## config.mk

```make
export PLATFORM = sky130hd
export DESIGN_NAME = morse_tx
export DESIGN_NICKNAME = d
export VERILOG_FILES = /design/src/rtl/morse_tx.sv
export SDC_FILE = /design/constraint.sdc
export NUM_CORES = 1
export LEC_CHECK = 0
export ABC_AREA = 1
export CAP_MARGIN = 10
export CELL_PAD_IN_SITES_DETAIL_PLACEMENT = 1
export CELL_PAD_IN_SITES_GLOBAL_PLACEMENT = 1
export CORE_UTILIZATION = 25
export DETAILED_ROUTE_END_ITERATION = 10
export PLACE_DENSITY = 0.64
export SLEW_MARGIN = 20
export SYNTH_ARGS = -nofsm -noshare
export SYNTH_HDL_FRONTEND = slang
export SYNTH_SLANG_ARGS = --single-unit
```

## constraint.sdc

```tcl
create_clock -name clk -period 2.2 [get_ports clk]
set_clock_uncertainty 0.2 [all_clocks]
set_input_delay 0.44 -clock clk [delete_from_list [all_inputs] [get_ports clk]]
set_output_delay 0.44 -clock clk [all_outputs]
set_load 0.01 [all_outputs]
```

## src/rtl/morse_tx.sv

```systemverilog
// Morse code transmitter: one character per valid/ready handshake, keyed out with ITU unit timing.
// Optional sidetone on tone_out is enabled by defining MORSE_TX_TONE_EN.
module morse_tx #(
  parameter int CLK_FREQ = 100_000,
  parameter int UNIT_MS  = 100,
  parameter int TONE_HZ  = 1000
) (
  input  logic       clk,
  input  logic       rst,
  input  logic       char_valid,
  input  logic [5:0] char_code,
  output logic       char_ready,
  output logic       busy,
  output logic       key_out,
  output logic       err,
  output logic       tone_out
);

  localparam int UNIT_CYC = (CLK_FREQ / 1000) * UNIT_MS;
  localparam int CNT_W    = $clog2(7 * UNIT_CYC + 1);

  localparam logic [CNT_W-1:0] LOAD_1U = CNT_W'(UNIT_CYC - 1);
  localparam logic [CNT_W-1:0] LOAD_3U = CNT_W'(3 * UNIT_CYC - 1);
  localparam logic [CNT_W-1:0] LOAD_4U = CNT_W'(4 * UNIT_CYC - 1);

  typedef enum logic [2:0] {
    IDLE     = 3'd0,
    MARK     = 3'd1,
    GAP      = 3'd2,
    CHAR_GAP = 3'd3,
    WORD_GAP = 3'd4
  } state_t;

  state_t           state_q, state_d;
  logic [CNT_W-1:0] cnt_q, cnt_d;
  logic [2:0]       idx_q, idx_d;
  logic [5:0]       code_q, code_d;
  logic             err_d;
  logic             take;
  logic [7:0]       pat, first_pat;
  logic [2:0]       pat_len;
  logic [4:0]       pat_bits;

  // Pattern entry: {length[2:0], elements[4:0]} with elements left-aligned, 1 = dash.
  function automatic logic [7:0] rom(input logic [5:0] code);
    case (code)
      6'd0:  rom = {3'd2, 5'b01000};  // A
      6'd1:  rom = {3'd4, 5'b10000};  // B
      6'd2:  rom = {3'd4, 5'b10100};  // C
      6'd3:  rom = {3'd3, 5'b10000};  // D
      6'd4:  rom = {3'd1, 5'b00000};  // E
      6'd5:  rom = {3'd4, 5'b00100};  // F
      6'd6:  rom = {3'd3, 5'b11000};  // G
      6'd7:  rom = {3'd4, 5'b00000};  // H
      6'd8:  rom = {3'd2, 5'b00000};  // I
      6'd9:  rom = {3'd4, 5'b01110};  // J
      6'd10: rom = {3'd3, 5'b10100};  // K
      6'd11: rom = {3'd4, 5'b01000};  // L
      6'd12: rom = {3'd2, 5'b11000};  // M
      6'd13: rom = {3'd2, 5'b10000};  // N
      6'd14: rom = {3'd3, 5'b11100};  // O
      6'd15: rom = {3'd4, 5'b01100};  // P
      6'd16: rom = {3'd4, 5'b11010};  // Q
      6'd17: rom = {3'd3, 5'b01000};  // R
      6'd18: rom = {3'd3, 5'b00000};  // S
      6'd19: rom = {3'd1, 5'b10000};  // T
      6'd20: rom = {3'd3, 5'b00100};  // U
      6'd21: rom = {3'd4, 5'b00010};  // V
      6'd22: rom = {3'd3, 5'b01100};  // W
      6'd23: rom = {3'd4, 5'b10010};  // X
      6'd24: rom = {3'd4, 5'b10110};  // Y
      6'd25: rom = {3'd4, 5'b11000};  // Z
      6'd26: rom = {3'd5, 5'b11111};  // 0
      6'd27: rom = {3'd5, 5'b01111};  // 1
      6'd28: rom = {3'd5, 5'b00111};  // 2
      6'd29: rom = {3'd5, 5'b00011};  // 3
      6'd30: rom = {3'd5, 5'b00001};  // 4
      6'd31: rom = {3'd5, 5'b00000};  // 5
      6'd32: rom = {3'd5, 5'b10000};  // 6
      6'd33: rom = {3'd5, 5'b11000};  // 7
      6'd34: rom = {3'd5, 5'b11100};  // 8
      6'd35: rom = {3'd5, 5'b11110};  // 9
      default: rom = {3'd1, 5'b00000};
    endcase
  endfunction

  assign pat       = rom(code_q);
  assign first_pat = rom(char_code);
  assign pat_len   = pat[7:5];
  assign pat_bits  = pat[4:0];

  // Handshake: a character transfers on a rising edge where char_valid is high and the
  // block is idle, or where the closing gap of the previous character is on its last
  // cycle, so back-to-back characters are separated by exactly the 3U character gap.
  assign take = char_valid &&
                ((state_q == IDLE) ||
                 (((state_q == CHAR_GAP) || (state_q == WORD_GAP)) && (cnt_q == '0)));

  always_comb begin
    state_d = state_q;
    cnt_d   = (cnt_q != '0) ? cnt_q - 1'b1 : '0;
    idx_d   = idx_q;
    code_d  = code_q;
    err_d   = 1'b0;

    case (state_q)
      MARK: begin
        if (cnt_q == '0) begin
          if (idx_q + 3'd1 == pat_len) begin
            state_d = CHAR_GAP;
            cnt_d   = LOAD_3U;
          end else begin
            state_d = GAP;
            cnt_d   = LOAD_1U;
            idx_d   = idx_q + 3'd1;
          end
        end
      end
      GAP: begin
        if (cnt_q == '0) begin
          state_d = MARK;
          cnt_d   = pat_bits[3'd4 - idx_q] ? LOAD_3U : LOAD_1U;
        end
      end
      CHAR_GAP, WORD_GAP: begin
        if (cnt_q == '0) state_d = IDLE;
      end
      default: ;
    endcase

    if (take) begin
      if (char_code <= 6'd35) begin
        state_d = MARK;
        code_d  = char_code;
        idx_d   = 3'd0;
        cnt_d   = first_pat[4] ? LOAD_3U : LOAD_1U;
      end else if (char_code == 6'd36) begin
        state_d = WORD_GAP;
        cnt_d   = LOAD_4U;
      end else begin
        state_d = IDLE;
        err_d   = 1'b1;
      end
    end
  end

  always_ff @(posedge clk or posedge rst) begin
    if (rst) begin
      state_q    <= IDLE;
      cnt_q      <= '0;
      idx_q      <= 3'd0;
      code_q     <= 6'd0;
      err        <= 1'b0;
      key_out    <= 1'b0;
      char_ready <= 1'b1;
    end else begin
      state_q    <= state_d;
      cnt_q      <= cnt_d;
      idx_q      <= idx_d;
      code_q     <= code_d;
      err        <= err_d;
      key_out    <= (state_d == MARK);
      char_ready <= (state_d == IDLE);
    end
  end

  assign busy = ~char_ready;

`ifdef MORSE_TX_TONE_EN
  localparam int TONE_HALF_RAW = CLK_FREQ / (2 * TONE_HZ);
  localparam int TONE_HALF     = (TONE_HALF_RAW < 1) ? 1 : TONE_HALF_RAW;
  localparam int TONE_W        = $clog2(TONE_HALF + 1);

  logic [TONE_W-1:0] tone_cnt_q;
  logic              tone_q;

  // Phase restarts high on every mark entry so each element starts with the same waveform.
  always_ff @(posedge clk or posedge rst) begin
    if (rst) begin
      tone_cnt_q <= '0;
      tone_q     <= 1'b0;
    end else if (state_d != MARK) begin
      tone_cnt_q <= '0;
      tone_q     <= 1'b0;
    end else if (state_q != MARK) begin
      tone_cnt_q <= '0;
      tone_q     <= 1'b1;
    end else if (tone_cnt_q == TONE_W'(TONE_HALF - 1)) begin
      tone_cnt_q <= '0;
      tone_q     <= ~tone_q;
    end else begin
      tone_cnt_q <= tone_cnt_q + 1'b1;
    end
  end

  assign tone_out = tone_q;
`else
  assign tone_out = 1'b0;
`endif

endmodule

```

# Word-level counts from Yosys, hierarchy flattened
# Memory sizes are Yosys's and may differ from the RTL's.
# Index checks and enable logic that the tools add are counted.
[totals]
register_bits = 32
rom_bits = 1024
inputBits = 9
output_inout_bits = 5
elab_cells = 60
mem_count = 2
[memory_table]
columns = ["name", "depth", "width", "rd", "rd_ports_with_merged_regs", "write_ports", "line_no", "source"]
rows = [
  ["(name not given)", 64, 8, 1, 0, 0, "46", "case (code)"],
  ["(name not given)", 64, 8, 1, 0, 0, "46", ""],
]
[op_classes]
addsub = 3
order_cmp = 2
n_eq_ne = 7
mux = 28
bitwise_logic = 1
n_reduce_logical = 10
[ops]
columns = ["cell", "n"]
rows = [
  ["$mux W17", 6],
  ["$mux W15", 3],
  ["$pmux W17 S2", 1],
  ["$mux W3", 11],
  ["$logic_not A17 Y1", 1],
  ["$reduce_bool A17 Y1", 1],
  ["$sub A17 B1 Y17 const B", 1],
  ["$pmux W3 S3", 1],
  ["$eq A3 B1 Y1 const B", 2],
  ["$eq A3 B2 Y1 const B", 2],
  ["$eq A6 B6 Y1 const B", 1],
  ["$le A6 B6 Y1 const B", 1],
  ["$logic_not A3 Y1", 2],
  ["$mux W1", 5],
  ["$lt A3 B4 Y1 const B", 1],
  ["$add A3 B1 Y3 const B", 1],
  ["$bmux W1 S3", 1],
  ["$eq A3 B3 Y1", 1],
  ["$eq A3 B3 Y1 const B", 1],
  ["$sub A3 B3 Y3 const A", 1],
  ["$logic_and A1 B1 Y1", 2],
  ["$logic_or A1 B1 Y1", 2],
  ["$reduce_and A2 Y1", 1],
  ["$reduce_or A2 Y1", 1],
  ["$not A1 Y1", 1],
]

# Logic depth before layout (Yosys ltp)
# Gate-level depths: netlist of the first run.
[depth]
depth_word = 9
ltp_mapped = 20
depth_no_buf = 20

# Worst setup path before layout of the first run
# OpenSTA, ideal clock, no wires.
[synth_path]
path_type = "register -> register"
start = "register code_q[0]"
end = "register idx_q[0]"
setup_ns = 0.127
arrival_time_ns = 1.856
required_time_ns = 1.873
path_slack_ns = 0.017
stages_incl_launch_ff = 17
path_buffers = 0
synth_period_minus_slack_ns = 2.183
path_cell_list = "dfrtp_1 -> inv_1 -> ha_1 -> inv_1 -> nand2_1 -> nand3_1 -> nand2_1 -> inv_1 -> nand2_1 -> nand2_1 -> nand2_1 -> nand2_1 -> inv_1 -> nand3_2 -> nand3_1 -> o21ai_0 -> a21oi_1"
[synth_via]
elab_chain_cells = 7
[synth_lines]
columns = ["element", "line_no", "source"]
rows = [
  ["start, declared", "37", "logic [5:0] code_q, code_d;"],
  ["start signal, assigned", "160", "code_q <= code_d;"],
  ["$mem_v2 Z64 W8 (*)", "-", ""],
  ["$eq A3 B3 Y1 (*)", "109", "if (idx_q + 3'd1 == pat_len) begin"],
  ["$mux W3 (*)", "109", ""],
  ["$mux W3 (*)", "108", "if (cnt_q == '0) begin"],
  ["$mux W3 (*)", "106", "case (state_q)"],
  ["$mux W3", "132", "if (char_code <= 6'd35) begin"],
  ["$mux W3 (*)", "131", "if (take) begin"],
  ["net idx_d[0]", "36", "logic [2:0] idx_q, idx_d;"],
  ["end signal, assigned", "159", "idx_q <= idx_d;"],
  ["end, declared", "36", ""],
]
# Mark *: on every way through the listed nets, which the timed path passes. The rest lies on a longest branch.
# A chain may end at the register's enable or synchronous reset.

# Worst setup path in the final report of the first run
[layout_path]
start = "register cnt_q[7]"
end = "register key_out"
[layout_via]
elab_chain_cells = 6
word_cells_on_any_way = 10
classes_between = "eq/ne: 1; mux: 5; reduce/logical: 4"
[layout_lines]
columns = ["element", "line_no", "source"]
rows = [
  ["start, declared", "35", "logic [CNT_W-1:0] cnt_q, cnt_d;"],
  ["start signal, assigned", "158", "cnt_q <= cnt_d;"],
  ["$logic_not A17 Y1 (*)", "-", ""],
  ["parallel branches: the longest is 3 deep, another holds $mux W3", "-", ""],
  ["$mux W3 (*)", "131", ""],
  ["net state_d[2]", "34", "state_t state_q, state_d;"],
  ["$eq A3 B1 Y1 (*)", "162", "key_out <= (state_d == MARK);"],
  ["end signal, assigned", "162", ""],
  ["end, declared", "14", "output logic key_out,"],
]
# Mark *: on every way through the listed nets, which the timed path passes.

==> results by stage, run 1 <==
Synth:
- The netlist area before placement is between 2000 and 3000 µm².
- By area, the combinational part of the netlist is dominated by simple AND/OR/NAND/NOR gates.
- By area the synthesized netlist is led by sky130_fd_sc_hd__dfrtp_1 28%, sky130_fd_sc_hd__nand2_1 15%, sky130_fd_sc_hd__inv_1 7.7%.
- In the synthesized netlist the dominant register cell turns out to be sky130_fd_sc_hd__dfrtp_1.
- Summing the areas of all and, or, nand and nor instances in the mapped netlist gives 38.7% of the synthesized area.
- The synthesized design contains 0 enable-type register cells.
- The post-synthesis net count is 423.
- Summing the areas of all xor and xnor instances in the mapped netlist gives 3.86% of the synthesized area.
- The number of storage elements in the synthesis netlist is 32.
- The top cell type by area accounts for 28.5% of the synthesized area.
- For this run, asynchronously set or reset flops after synthesis account for 100%.
- The count of distinct cell types in the synthesized netlist is 38.
- By instance count, the leading cell after synthesis is sky130_fd_sc_hd__nand2_1.
- The warning count from the yosys run is 0.
- The cell type contributing the most total cell area after synthesis is sky130_fd_sc_hd__dfrtp_1.
- The post-synthesis sequential area ratio is between 20% and 30%.
- In the synthesized netlist, the number of instances is 400.
- The portion of synthesized area spent on multiplexers is 0%.
- Averaged over all synthesized cells, the footprint is about 6.8 µm².
- The synthesized netlist devotes 10.4% of its cell area to compound gates.
- By count the netlist is led by 109 x sky130_fd_sc_hd__nand2_1, 56 x sky130_fd_sc_hd__inv_1, 41 x sky130_fd_sc_hd__nand3_1.
- The post-synthesis share of cell area spent on full adders, half adders and majority gates is 6.43%.

Clock network:
- CTS placed an instance of sky130_fd_sc_hd__clkbuf_8 at the clock tree root.
- Counting the buffers created by CTS gives 5.
- After clock tree synthesis, the clock-pin slew on the worst setup and hold paths is 70 ps.
- No sink is reached through more buffers than the 2 on the longest clock path.
- The clock net in this run drives a total of 32 sinks.
- The hold buffer count at cts is 0.
- The TritonCTS clock tree is yes.
- The clock tree synthesis step divided the H-tree into 2 levels.
- The clock latency on the worst-skew pair is 290 ps.

Critical path:
- The worst setup path category is reg2reg.
- The nature of the critical path endpoint is a flip-flop.
- Measured in cells, the most critical reg-to-reg path has a length of 12.
- STA puts the critical path data required time at 2190 ps.
- The worst register-to-register path ends at key_out.
- The reg-to-reg startpoint is cnt_q[7].
- On the worst path, the slowest cell contributes a delay of approximately 420 ps.
- Traced cell by cell, the critical path runs through nor2_1, nand2_1, nor2_2, nand3_4, o22ai_4, nand2_4, nor2_4, inv_2, nand2_2, nor2_1, nand2_1, inv_1.
- The slowest stage of the critical path belongs to the cell sky130_fd_sc_hd__dfrtp_1.
- The worst-case register-to-register setup slack is 50 ps.
- The startpoint type of the worst setup path is a flip-flop.
- At the worst endpoint, the arrival time is 2140 ps.
- The largest fanout on the critical path is 5.

Place:
- The total half-perimeter wirelength after legalization and detailed placement is 6260 µm.
- The routability congestion estimate is 0.825.
- The count of input and output buffers is 12.

Finish:
- The sequential cell area is roughly 800 µm².
- The repair_antennas step left the layout with diodes totalling 0.
- In the final design database the tool counted 491 nets.
- The area of the multi-input gates is 1830 µm².
- The share of final-layout standard cells stronger than drive strength 1 is 30.3%.
- The synthesis-to-finish area growth is 36.7%.
- Counting the fill cells in the layout gives 1337.

Floorplan:
- For this design the top-level I/O count stands at 14.
- The region available for standard cell placement spans around 10000 µm².
- The vertical die dimension is 106 µm.
- The initialized floorplan defines 37 standard-cell rows.
- The effective utilization at floorplan is a little over a quarter.
- The die boundary width is 106 µm.
- The overall die area is 11300 µm².

Global route:
- Summed over all layers, the global routing overflow is 0.
- The wire length of the first global-routing pass is 13300 µm.
- The initial antenna violation count came to 0.
- The overall global routing resource usage is 14.7%.
- The via count of the first global-routing pass came to approximately 2800.
- The pin count of the biggest net entering global routing is 33.

Status:
- The run finished with clean final reports.

STA:
- Setup violations remaining at the end of the flow were counted as 0.
- Setup repair after global routing could not meet its margin everywhere.
- The fmax is 0.465 GHz.
- The hold violation count in the final report is 0.
- In the finished design, the share of the clock period the worst path needs comes to 97.7%.
- The final setup TNS is 0 ps.
- The max-slew violation count is 0.
- The worst path in the final design needs a cycle of 2150 ps, including I/O delays and setup.

Power and ir drop:
- The share of total power in the clock network is 46.2%.
- The static power due to leakage is 1.73 nW.
- The part of the total power dissipated in sequential elements is 48.2%.
- Power spread over the standard cell area amounts to 328 nW/µm².
- Total power for the finished layout comes to 1.22 mW.
- The internal power summed over all cells is roughly 0.96 mW.
- The fraction of power spent switching nets is 21.7%.
- The largest vdd supply drop is 331 µV.
- In this run, the combinational gates consume 5.6% of the power.
- The switching component of the power is about 0.26 mW.

Routing:
- The via total after detailed routing is 2763.
- The post-route DRC violation count is 0.
- The average routed wire per standard cell is 13.2 µm.
- The final wirelength is about 8000 µm.
- The iteration-0 DRC count of the detailed router is 76.
- The count of TritonRoute iterations in the first routing pass is 4.
- The ratio of routed vias to standard cells is 4.57.
- The count of antenna-violating nets left after detailed routing is 0.

Hold path:
- The path class of the tightest hold or removal check is in2async.

Run:
- Across the run, the number of max-cap violations was 0.
-- metal layers --
| layer | track usage, % | vias to the layer above | share of wire (%) |
|---|---|---|---|
| li1 | - | 1411 | - |
| met1 | 19.2 | 1331 | 48 |
| met2 | 25.2 | 16 | 50 |
| met3 | 2.02 | 5 | 1.1 |
| met4 | 3.57 | 0 | 0.84 |
| met5 | 0 | - | 0 |
-- metrics by stage --
step                util (%)  setup WS [ps]  hold slack [ps]  std cells  instance area, µm²
finish                  35.6           50.5              358        605                3730
global route            35.6           -111              374        605                3730
CTS                     32.8          -4.88              362        595                3430
detailed placement      31.7           -205              350        587                3320
global placement        31.7           -161              344        587                3320
floorplan                  -           17.3              313        400                2730
-- state kept, by name, summed over array words and instances (netlist names) --
signal,count
cnt_q,17
code_q,6
idx_q,3
state_q,3
char_ready,1
err,1
key_out,1
-- cell type report --
type / count / area share (%)
clock buffer: 6 / 1.95
clock inverter: 2 / 0.940
inverter: 63 / 6.62
multi-input combinational: 297 / 49.1
sequential: 32 / 21.5
tap: 136 / 4.57
timing repair buffer: 69 / 15.3
-- how the worst max path moves through the flow --
stage                      to  cells after the start          from  slack, ps
floorplan            idx_q[0]                     16     code_q[0]         20
global placement     cnt_q[5]                     11  char_code[0]       -160
detailed placement   cnt_q[5]                     11  char_code[0]       -210
CTS                   key_out                     13      cnt_q[0]         -5
global route        cnt_q[12]                     13      cnt_q[1]       -110
finish                key_out                     12      cnt_q[7]         50
-- power groups by stage --
stage          clock [mW]  sequential (mW)  combinational [mW]
6_report            0.564            0.588              0.0682
5_1_grt             0.605            0.588              0.0766
4_1_cts             0.588            0.588              0.0685
3_5_place_dp            0            0.599              0.0683
3_3_place_gp            0            0.599              0.0663
2_1_floorplan           0            0.599              0.0277
-- cells in the final DEF, fill, tap and decap left out, types with 3 or more instances in the layout --
cell type,instances
sky130_fd_sc_hd__a21oi_1,9
sky130_fd_sc_hd__buf_4,53
sky130_fd_sc_hd__buf_6,3
sky130_fd_sc_hd__clkbuf_8,5
sky130_fd_sc_hd__clkdlybuf4s50_1,12
sky130_fd_sc_hd__dfrtp_1,31
sky130_fd_sc_hd__ha_1,7
sky130_fd_sc_hd__ha_4,6
sky130_fd_sc_hd__inv_1,47
sky130_fd_sc_hd__inv_2,12
sky130_fd_sc_hd__nand2_1,100
sky130_fd_sc_hd__nand2_2,11
sky130_fd_sc_hd__nand2_4,4
sky130_fd_sc_hd__nand3_1,30
sky130_fd_sc_hd__nand3_2,12
sky130_fd_sc_hd__nand4_1,7
sky130_fd_sc_hd__nor2_1,30
sky130_fd_sc_hd__nor2_2,6
sky130_fd_sc_hd__nor2_4,5
sky130_fd_sc_hd__nor3_1,12
sky130_fd_sc_hd__o21ai_0,14
sky130_fd_sc_hd__o21ai_1,8
sky130_fd_sc_hd__o21ai_2,6
sky130_fd_sc_hd__xnor2_1,6
sky130_fd_sc_hd__xor2_1,6
-- kinds of logic after synthesis --
kind of cell	after synthesis
simple gates	225
buf+inv	71
compound gates	45
flops	32
fa+ha+maj	14
xor+xnor	12
other cells	1
-- worst max-delay path, delay by kind of cell, from the launching register on --
kind            cells  cell delay [ps]
compound gates      1              170
simple gates        9             1110
flops               1              420
buf+inv             2              140
-- repair_timing --
item | in CTS | in global routing
resized for setup | 2 | 62
endpoints found under the setup margin | 2 | 24
pin swaps | 0 | 29
buffers inserted | 0 | 10
Power figures use the tool's default switching activity.
==> run 2, diff against run 1 <==
- CORE_MARGIN: default -> 3
- CTS_CLUSTER_SIZE: default -> 14
==> run 2 against run 1 <==
Against the previous run:
- die area up 7.7%
- global-route usage is 1.2 points lower
- fmax down 2.1%
- register-to-register slack worse by 50 ps
- routed wire length increased by 3.1%
- combinational power is 2% higher
- final area rose by 2.8%
- via count increased by 1.3%
- non-clock buffer count increased by 6
==> results by stage, run 2 (same netlist as run 1, synthesis figures left out) <==
Global route:
- The aggregate global routing overflow came to 0 (unchanged).
- The wire length of the first global-routing pass is 13800 µm (was 13300 µm).
- The via count of the first global-routing pass is 2925 (was 2823).
- The initial antenna violation count was 0 (unchanged).
- The pin count of the biggest net entering global routing is 33 (unchanged).
- The overall global routing resource usage is 13.5% (was 14.7%).

Routing:
- The count of antenna-violating nets left after detailed routing is 0 (unchanged).
- The ratio of routed vias to standard cells is 4.58 (was 4.57).
- The post-route DRC violation count is 0 (unchanged).
- The final wirelength is 8230 µm (was 7980 µm).
- The count of TritonRoute iterations in the first routing pass is 4 (unchanged).
- The average routed wire per standard cell came to 13.5 µm (was 13.2 µm).
- The via total after detailed routing was 2799 (was 2763).
- The iteration-0 DRC count of the detailed router was 65 (was 76).

Floorplan:
- The overall die area is 12200 µm² (was 11300 µm²).
- The floorplan core area is 10500 µm² (unchanged).
- The number of I/O pins is 14 (unchanged).
- The vertical die dimension came to 110 µm (was 106 µm).
- The site row count is 37 (unchanged).
- The die boundary width is 110 µm (was 106 µm).
- The effective utilization at floorplan is 26.0% (unchanged).

Run:
- The number of max-cap violations came to 0 (unchanged).

Critical path:
- The largest fanout on the critical path is 5 (unchanged).
- The worst path arrival time is 2210 ps (was 2140 ps).
- The critical path data required time is 2210 ps (was 2190 ps).
- Critical Path, Cell by Cell: inv_2, ha_4, inv_4, nand2_4, buf_4, nand4_1, nand3_1, nand2_2, inv_2, nand3_4, buf_6, nand3_4, o21ai_1, a21oi_1 (was nor2_1, nand2_1, nor2_2, nand3_4, o22ai_4, nand2_4, nor2_4, inv_2, nand2_2, nor2_1, nand2_1, inv_1).
- The maximum cell stage delay along the critical path is 390 ps (was 420 ps).
- The reg-to-reg startpoint was code_q[0] (was cnt_q[7]).
- The timing startpoint of the critical path is code_q[0] (was cnt_q[7]).
- The nature of the critical path endpoint is a flip-flop (unchanged).
- The worst setup path category is reg2reg (unchanged).
- The startpoint type of the worst setup path is a flip-flop (unchanged).
- The worst-path cell with the longest stage delay is sky130_fd_sc_hd__dfrtp_1 (unchanged).

Finish:
- Commonest cells after routing, fill and taps aside: 92 x sky130_fd_sc_hd__nand2_1, 57 x sky130_fd_sc_hd__buf_4, 49 x sky130_fd_sc_hd__inv_1 (was 100 x sky130_fd_sc_hd__nand2_1, 53 x sky130_fd_sc_hd__buf_4, 47 x sky130_fd_sc_hd__inv_1).
- The number of filler cells placed in the layout is 1330 (was 1337).
- The top register by number of flip-flops is cnt_q (unchanged).
- The final antenna diode count is 0 (unchanged).
- Registers with the highest flip-flop counts: cnt_q x17, code_q x6 (unchanged).
- The share of final-layout standard cells stronger than drive strength 1 is 33.9% (was 30.3%).
- The sequential cell area is 807 µm² (was 802 µm²).
- The flip-flop count of the largest register, all copies and words added came to 17 (unchanged).
- The area of the multi-input gates came to 1860 µm² (was 1830 µm²).
- The final core utilization came to 36.6% (was 35.6%).
- The number of nets at the end of the flow is 497 (was 491).
- The synthesis-to-finish area growth was 40.5% (was 36.7%).
- The most common library cell in the layout ignoring fill and taps was sky130_fd_sc_hd__nand2_1 (unchanged).
- The final instance area is 3830 µm² (was 3730 µm²).

Power and ir drop:
- The share of total power in the clock network is 49.2% (was 46.2%).
- The largest vdd supply drop came to 273 µV (was 331 µV).
- The part of the total power dissipated in sequential elements is 45.4% (was 48.2%).
- The static power due to leakage was 1.80 nW (was 1.73 nW).
- The switching component of the power is 0.274 mW (was 0.265 mW).
- The internal power summed over all cells is 1.02 mW (was 0.956 mW).
- The power density relative to cell area was 338 nW/µm² (was 328 nW/µm²).
- The combinational share of power came to 5.4% (was 5.6%).
- The fraction of power spent switching nets is 21.2% (was 21.7%).

Place:
- The routability congestion estimate is 0.818 (was 0.825).
- The count of input and output buffers is 12 (unchanged).
- The total half-perimeter wirelength after legalization and detailed placement is 6370 µm (was 6260 µm).
- The post-placement cell area is 3300 µm² (was 3320 µm²).

STA:
- The minimum clock period after layout was 2190 ps (was 2150 ps).
- RSZ-0062 raised after global routing: yes (unchanged).
- The hold violation count in the final report came to 0 (unchanged).
- The post-route worst hold slack is 347 ps (was 358 ps).
- The max-slew violation count came to 0 (unchanged).
- The fmax is 0.456 GHz (was 0.465 GHz).
- The share of the clock period used by the worst path is 99.8% (was 97.7%).
- The setup violation total in the final timing report is 0 (unchanged).

Clock network:
- The clock latency on the worst-skew pair came to 300 ps (was 290 ps).
- The number of buffers between clock root and the deepest sink came to 2 (unchanged).
- The clock transition at the registers of the reported paths is 80 ps (was 70 ps).
- The TritonCTS clock tree is yes (unchanged).
- The hold buffer count at cts was 0 (unchanged).
- The number of H-tree levels is 2 (unchanged).
- The number of buffers added by the clock tree synthesis step came to 5 (unchanged).
- The library cell used as clock root buffer is sky130_fd_sc_hd__clkbuf_8 (unchanged).
- The number of clock sinks seen by CTS is 32 (unchanged).

Hold path:
- The type of the most critical hold path is in2async (unchanged).

Status:
- Status: complete, no violations (unchanged).
## run 2: cell count changes in the layout (fill, tap and decap cells not counted), moves of 3 or more
cell,previous run,this run
sky130_fd_sc_hd__nand3_2,12,8
sky130_fd_sc_hd__nand2_1,100,92
sky130_fd_sc_hd__nand2_2,11,17
sky130_fd_sc_hd__o21ai_1,8,4
sky130_fd_sc_hd__dfrtp_2,0,4
sky130_fd_sc_hd__nand3_1,30,33
sky130_fd_sc_hd__buf_4,53,57
sky130_fd_sc_hd__dfrtp_1,31,27
## run 2: routing by layer
metal  wire [µm]  part of all wire, %  global-route usage [%]  up-vias
met5           0                    0                       0        -
met1        3720                   45                    16.8     1349
met3         203                  2.5                    2.08        7
li1            -                    -                       -     1419
met4         102                  1.2                    4.19        0
met2        4200                   51                    23.7       24
## run 2: timing repair
action,4_1_cts,5_1_grt
pin swaps,3,25
setup buffers,3,15
resized for setup,6,71
setup endpoints to repair,11,20
## run 2: through the flow
stage               TNS [ps]  cells  total power, mW  setup WS (ps)
finish                     0    611             1.29           5.36
global route           -1130    611             1.35           -179
CTS                        0    596             1.31           3.07
detailed placement     -2000    585            0.668           -212
global placement        -756    585            0.666           -166
floorplan                  0    400            0.627           17.3
## run 2: worst paths after layout
kind,endpoint,slack (ps),cells past startpoint
max in group asynchronous,char_ready,1120,3
min in group clk,idx_q[2],370,2
min reg2reg,idx_q[2],370,2
min,cnt_q[6],350,3
max,idx_q[1],5,14
max reg2reg,idx_q[1],5,14
## run 2: worst max-delay path: cells and delay by family, from the launching register on
family | cells | cell delay [ps]
DFF | 1 | 390
buffers and inverters | 5 | 430
and+or+nand+nor | 6 | 610
AOI/OAI and AO/OA | 2 | 200
adders and majority gates | 1 | 270
## run 2: final cells by class
cell class              count  share of cell area (%)
clock buffers               7                    2.52
clock inverters             1                   0.784
inverters                  63                    6.27
multi-input cells         297                    48.6
flip-flops and latches     32                    21.1
well taps                 136                    4.44
repair buffers             75                    16.3
## run 2: power groups by stage
stage               logic [mW]  registers (mW)  clock network (mW)
finish                  0.0693           0.588               0.637
global placement        0.0667           0.599                   0
detailed placement      0.0685           0.599                   0
CTS                     0.0688           0.588               0.657
floorplan               0.0277           0.599                   0
global route            0.0791           0.588               0.680
==> run 3, diff against run 2 <==
- CAP_MARGIN: 10 -> 20
- CORE_ASPECT_RATIO: default -> 0.8
- CORE_MARGIN: 3 -> default
==> run 3 against run 2 <==
Against the previous run:
- critical path type unchanged
- flip-flop and latch count stayed put
- non-clock buffer count decreased by 8
- final cell count shrank 0.65%
- routed wire length increased by 3.2%
- largest cell class unchanged
- clock power increased by 28%
- fmax rose by 1.1%
- via count up 0.50%
==> results by stage, run 3 (same netlist as run 1, synthesis figures left out) <==
Status:
- Status: complete, no violations (unchanged).

Routing:
- The final wirelength is 8490 µm (was 8230 µm).
- The via total after detailed routing is 2813 (was 2799).
- The post-route DRC violation count was 0 (unchanged).
- The iteration-0 DRC count of the detailed router was 155 (was 65).
- The average routed wire per standard cell came to 14.0 µm (was 13.5 µm).
- The count of TritonRoute iterations in the first routing pass is 4 (unchanged).
- The ratio of routed vias to standard cells was 4.63 (was 4.58).
- The count of antenna-violating nets left after detailed routing is 0 (unchanged).

Clock network:
- The clock latency on the worst-skew pair is 280 ps (was 300 ps).
- The library cell used as clock root buffer is sky130_fd_sc_hd__clkbuf_16 (was sky130_fd_sc_hd__clkbuf_8).
- The clock transition at the registers of the reported paths is 60 ps (was 80 ps).
- The hold buffer count at cts was 0 (unchanged).
- The number of buffers between clock root and the deepest sink was 2 (unchanged).
- The TritonCTS clock tree is yes (unchanged).
- The number of H-tree levels is 2 (unchanged).
- The number of buffers added by the clock tree synthesis step came to 5 (unchanged).
- The number of clock sinks seen by CTS came to 32 (unchanged).

Finish:
- Commonest cells after routing, fill and taps aside: 95 x sky130_fd_sc_hd__nand2_1, 52 x sky130_fd_sc_hd__buf_4, 47 x sky130_fd_sc_hd__inv_1 (was 92 x sky130_fd_sc_hd__nand2_1, 57 x sky130_fd_sc_hd__buf_4, 49 x sky130_fd_sc_hd__inv_1).
- The synthesis-to-finish area growth is 38.1% (was 40.5%).
- The most common library cell in the layout ignoring fill and taps is sky130_fd_sc_hd__nand2_1 (unchanged).
- The final instance area is 3760 µm² (was 3830 µm²).
- The top register by number of flip-flops was cnt_q (unchanged).
- The final non-filler cell total was 607 (was 611).
- The final antenna diode count is 0 (unchanged).
- The share of final-layout standard cells stronger than drive strength 1 came to 33.0% (was 33.9%).
- The final core utilization came to 36.2% (was 36.6%).
- The number of nets at the end of the flow is 489 (was 497).
- The flip-flop count of the largest register, all copies and words added came to 17 (unchanged).
- Registers with the highest flip-flop counts: cnt_q x17, code_q x6 (unchanged).

Power and ir drop:
- The static power due to leakage is 1.75 nW (was 1.80 nW).
- The power after layout came to 1.47 mW (was 1.29 mW).
- The combinational share of power is 4.8% (was 5.4%).
- The internal power summed over all cells is 1.15 mW (was 1.02 mW).
- The part of the total power dissipated in sequential elements was 40.0% (was 45.4%).
- The largest vdd supply drop is 280 µV (was 273 µV).
- The share of total power in the clock network is 55.2% (was 49.2%).
- The fraction of power spent switching nets was 21.6% (was 21.2%).
- The power density relative to cell area is 391 nW/µm² (was 338 nW/µm²).
- The switching component of the power is 0.318 mW (was 0.274 mW).

Critical path:
- The worst path arrival time is 2140 ps (was 2210 ps).
- The nature of the critical path endpoint is a flip-flop (unchanged).
- The largest fanout on the critical path came to 8 (was 5).
- The startpoint type of the worst setup path is a flip-flop (unchanged).
- The worst setup path category is reg2reg (unchanged).
- The critical path data required time is 2170 ps (was 2210 ps).

STA:
- The post-route worst hold slack is 352 ps (was 347 ps).
- The hold violation count in the final report is 0 (unchanged).
- The minimum clock period after layout came to 2170 ps (was 2190 ps).
- The max-slew violation count is 0 (unchanged).
- The setup violation total in the final timing report came to 0 (unchanged).
- RSZ-0062 raised after global routing: yes (unchanged).
- The share of the clock period used by the worst path is 98.7% (was 99.8%).
- The post-layout worst setup margin is 28.9 ps (was 5.36 ps).
- The fmax is 0.461 GHz (was 0.456 GHz).
- The final setup TNS is 0 ps (unchanged).

Global route:
- The initial antenna violation count was 0 (unchanged).
- The via count of the first global-routing pass is 2855 (was 2925).
- The overall global routing resource usage is 15.5% (was 13.5%).
- The wire length of the first global-routing pass is 13800 µm (about the same).
- The pin count of the biggest net entering global routing is 33 (unchanged).
- The aggregate global routing overflow is 0 (unchanged).

Floorplan:
- The effective utilization at floorplan was 26.2% (was 26.0%).
- The site row count is 33 (was 37).
- The floorplan core area came to 10400 µm² (was 10500 µm²).
- The vertical die dimension is 95.4 µm (was 110 µm).
- The overall die area is 11300 µm² (was 12200 µm²).
- The number of I/O pins is 14 (unchanged).
- The die boundary width is 119 µm (was 110 µm).

Place:
- The routability congestion estimate was 0.826 (was 0.818).
- The total half-perimeter wirelength after legalization and detailed placement is 6490 µm (was 6370 µm).
- The count of input and output buffers was 12 (unchanged).
- The number of cells after detailed placement is 591 (was 585).
- The post-placement worst setup slack is -239 ps (was -212 ps).
- The post-placement cell area is 3310 µm² (was 3300 µm²).

Run:
- The number of max-cap violations is 0 (unchanged).

Hold path:
- The type of the most critical hold path is reg2reg (was in2async).
==> run 3: changes by cell type in the layout (fill, tap and decap cells not counted), moves of 4 or more <==
cell	delta
sky130_fd_sc_hd__clkbuf_8	-7
sky130_fd_sc_hd__buf_4	-5
sky130_fd_sc_hd__clkbuf_16	+5
sky130_fd_sc_hd__nor2_2	+5
sky130_fd_sc_hd__nor2_1	-4
==> run 3: per-layer routing <==
metal	part of all wire, %	vias to the layer above	global-route usage, %
li1	-	1402	-
met1	51	1372	21.3
met2	46	35	25.1
met3	2.5	4	3.05
met4	0.67	0	3.16
met5	0	-	0
==> run 3: timing repair <==
item | in CTS | in global routing
cloned | 0 | 0
setup buffers | 1 | 7
resized for setup | 11 | 63
pin swaps | 1 | 16
setup endpoints to repair | 8 | 23
==> run 3: worst max-delay path, stage by stage (launching register included) <==
cell	delay, ps
sky130_fd_sc_hd__dfrtp_1	400
sky130_fd_sc_hd__buf_6	150
sky130_fd_sc_hd__ha_2	190
sky130_fd_sc_hd__nand2_1	110
sky130_fd_sc_hd__o21ai_1	100
sky130_fd_sc_hd__o21ai_1	150
sky130_fd_sc_hd__nand3_1	90
sky130_fd_sc_hd__nand2_1	60
sky130_fd_sc_hd__inv_1	40
sky130_fd_sc_hd__nand2_2	60
sky130_fd_sc_hd__nand2_2	60
sky130_fd_sc_hd__buf_4	130
sky130_fd_sc_hd__nand4_1	90
sky130_fd_sc_hd__nand3_2	100
sky130_fd_sc_hd__nand2_1	70
sky130_fd_sc_hd__nand2_1	60
==> run 3: layout make-up <==
type | count | area [µm²]
tap | 140 | 175
clock buffer | 5 | 125
inverter | 63 | 244
multi-input combinational | 297 | 1830
timing repair buffer | 67 | 547
clock inverter | 3 | 42.5
sequential | 32 | 803
fill | 1343 | 6640
==> run 3: power by group through the flow <==
stage	logic, mW	clock network (mW)	registers, mW
6_report	0.0703	0.813	0.589
5_1_grt	0.0782	0.857	0.588
4_1_cts	0.0690	0.835	0.589
3_5_place_dp	0.0689	0	0.599
3_3_place_gp	0.0667	0	0.599
2_1_floorplan	0.0277	0	0.599
==> run 3: worst paths after layout <==
kind | start | endpoint | slack (ps) | cells after the start
worst max-delay path | code_q[0] | cnt_q[9] | 30 | 15
worst min-delay path | idx_q[1] | idx_q[1] | 350 | 2
worst max register to register | code_q[0] | cnt_q[9] | 30 | 15
worst min register to register | idx_q[1] | idx_q[1] | 350 | 2
max in group asynchronous | rst | char_ready | 1090 | 3
min in group asynchronous | rst | code_q[5] | 370 | 3
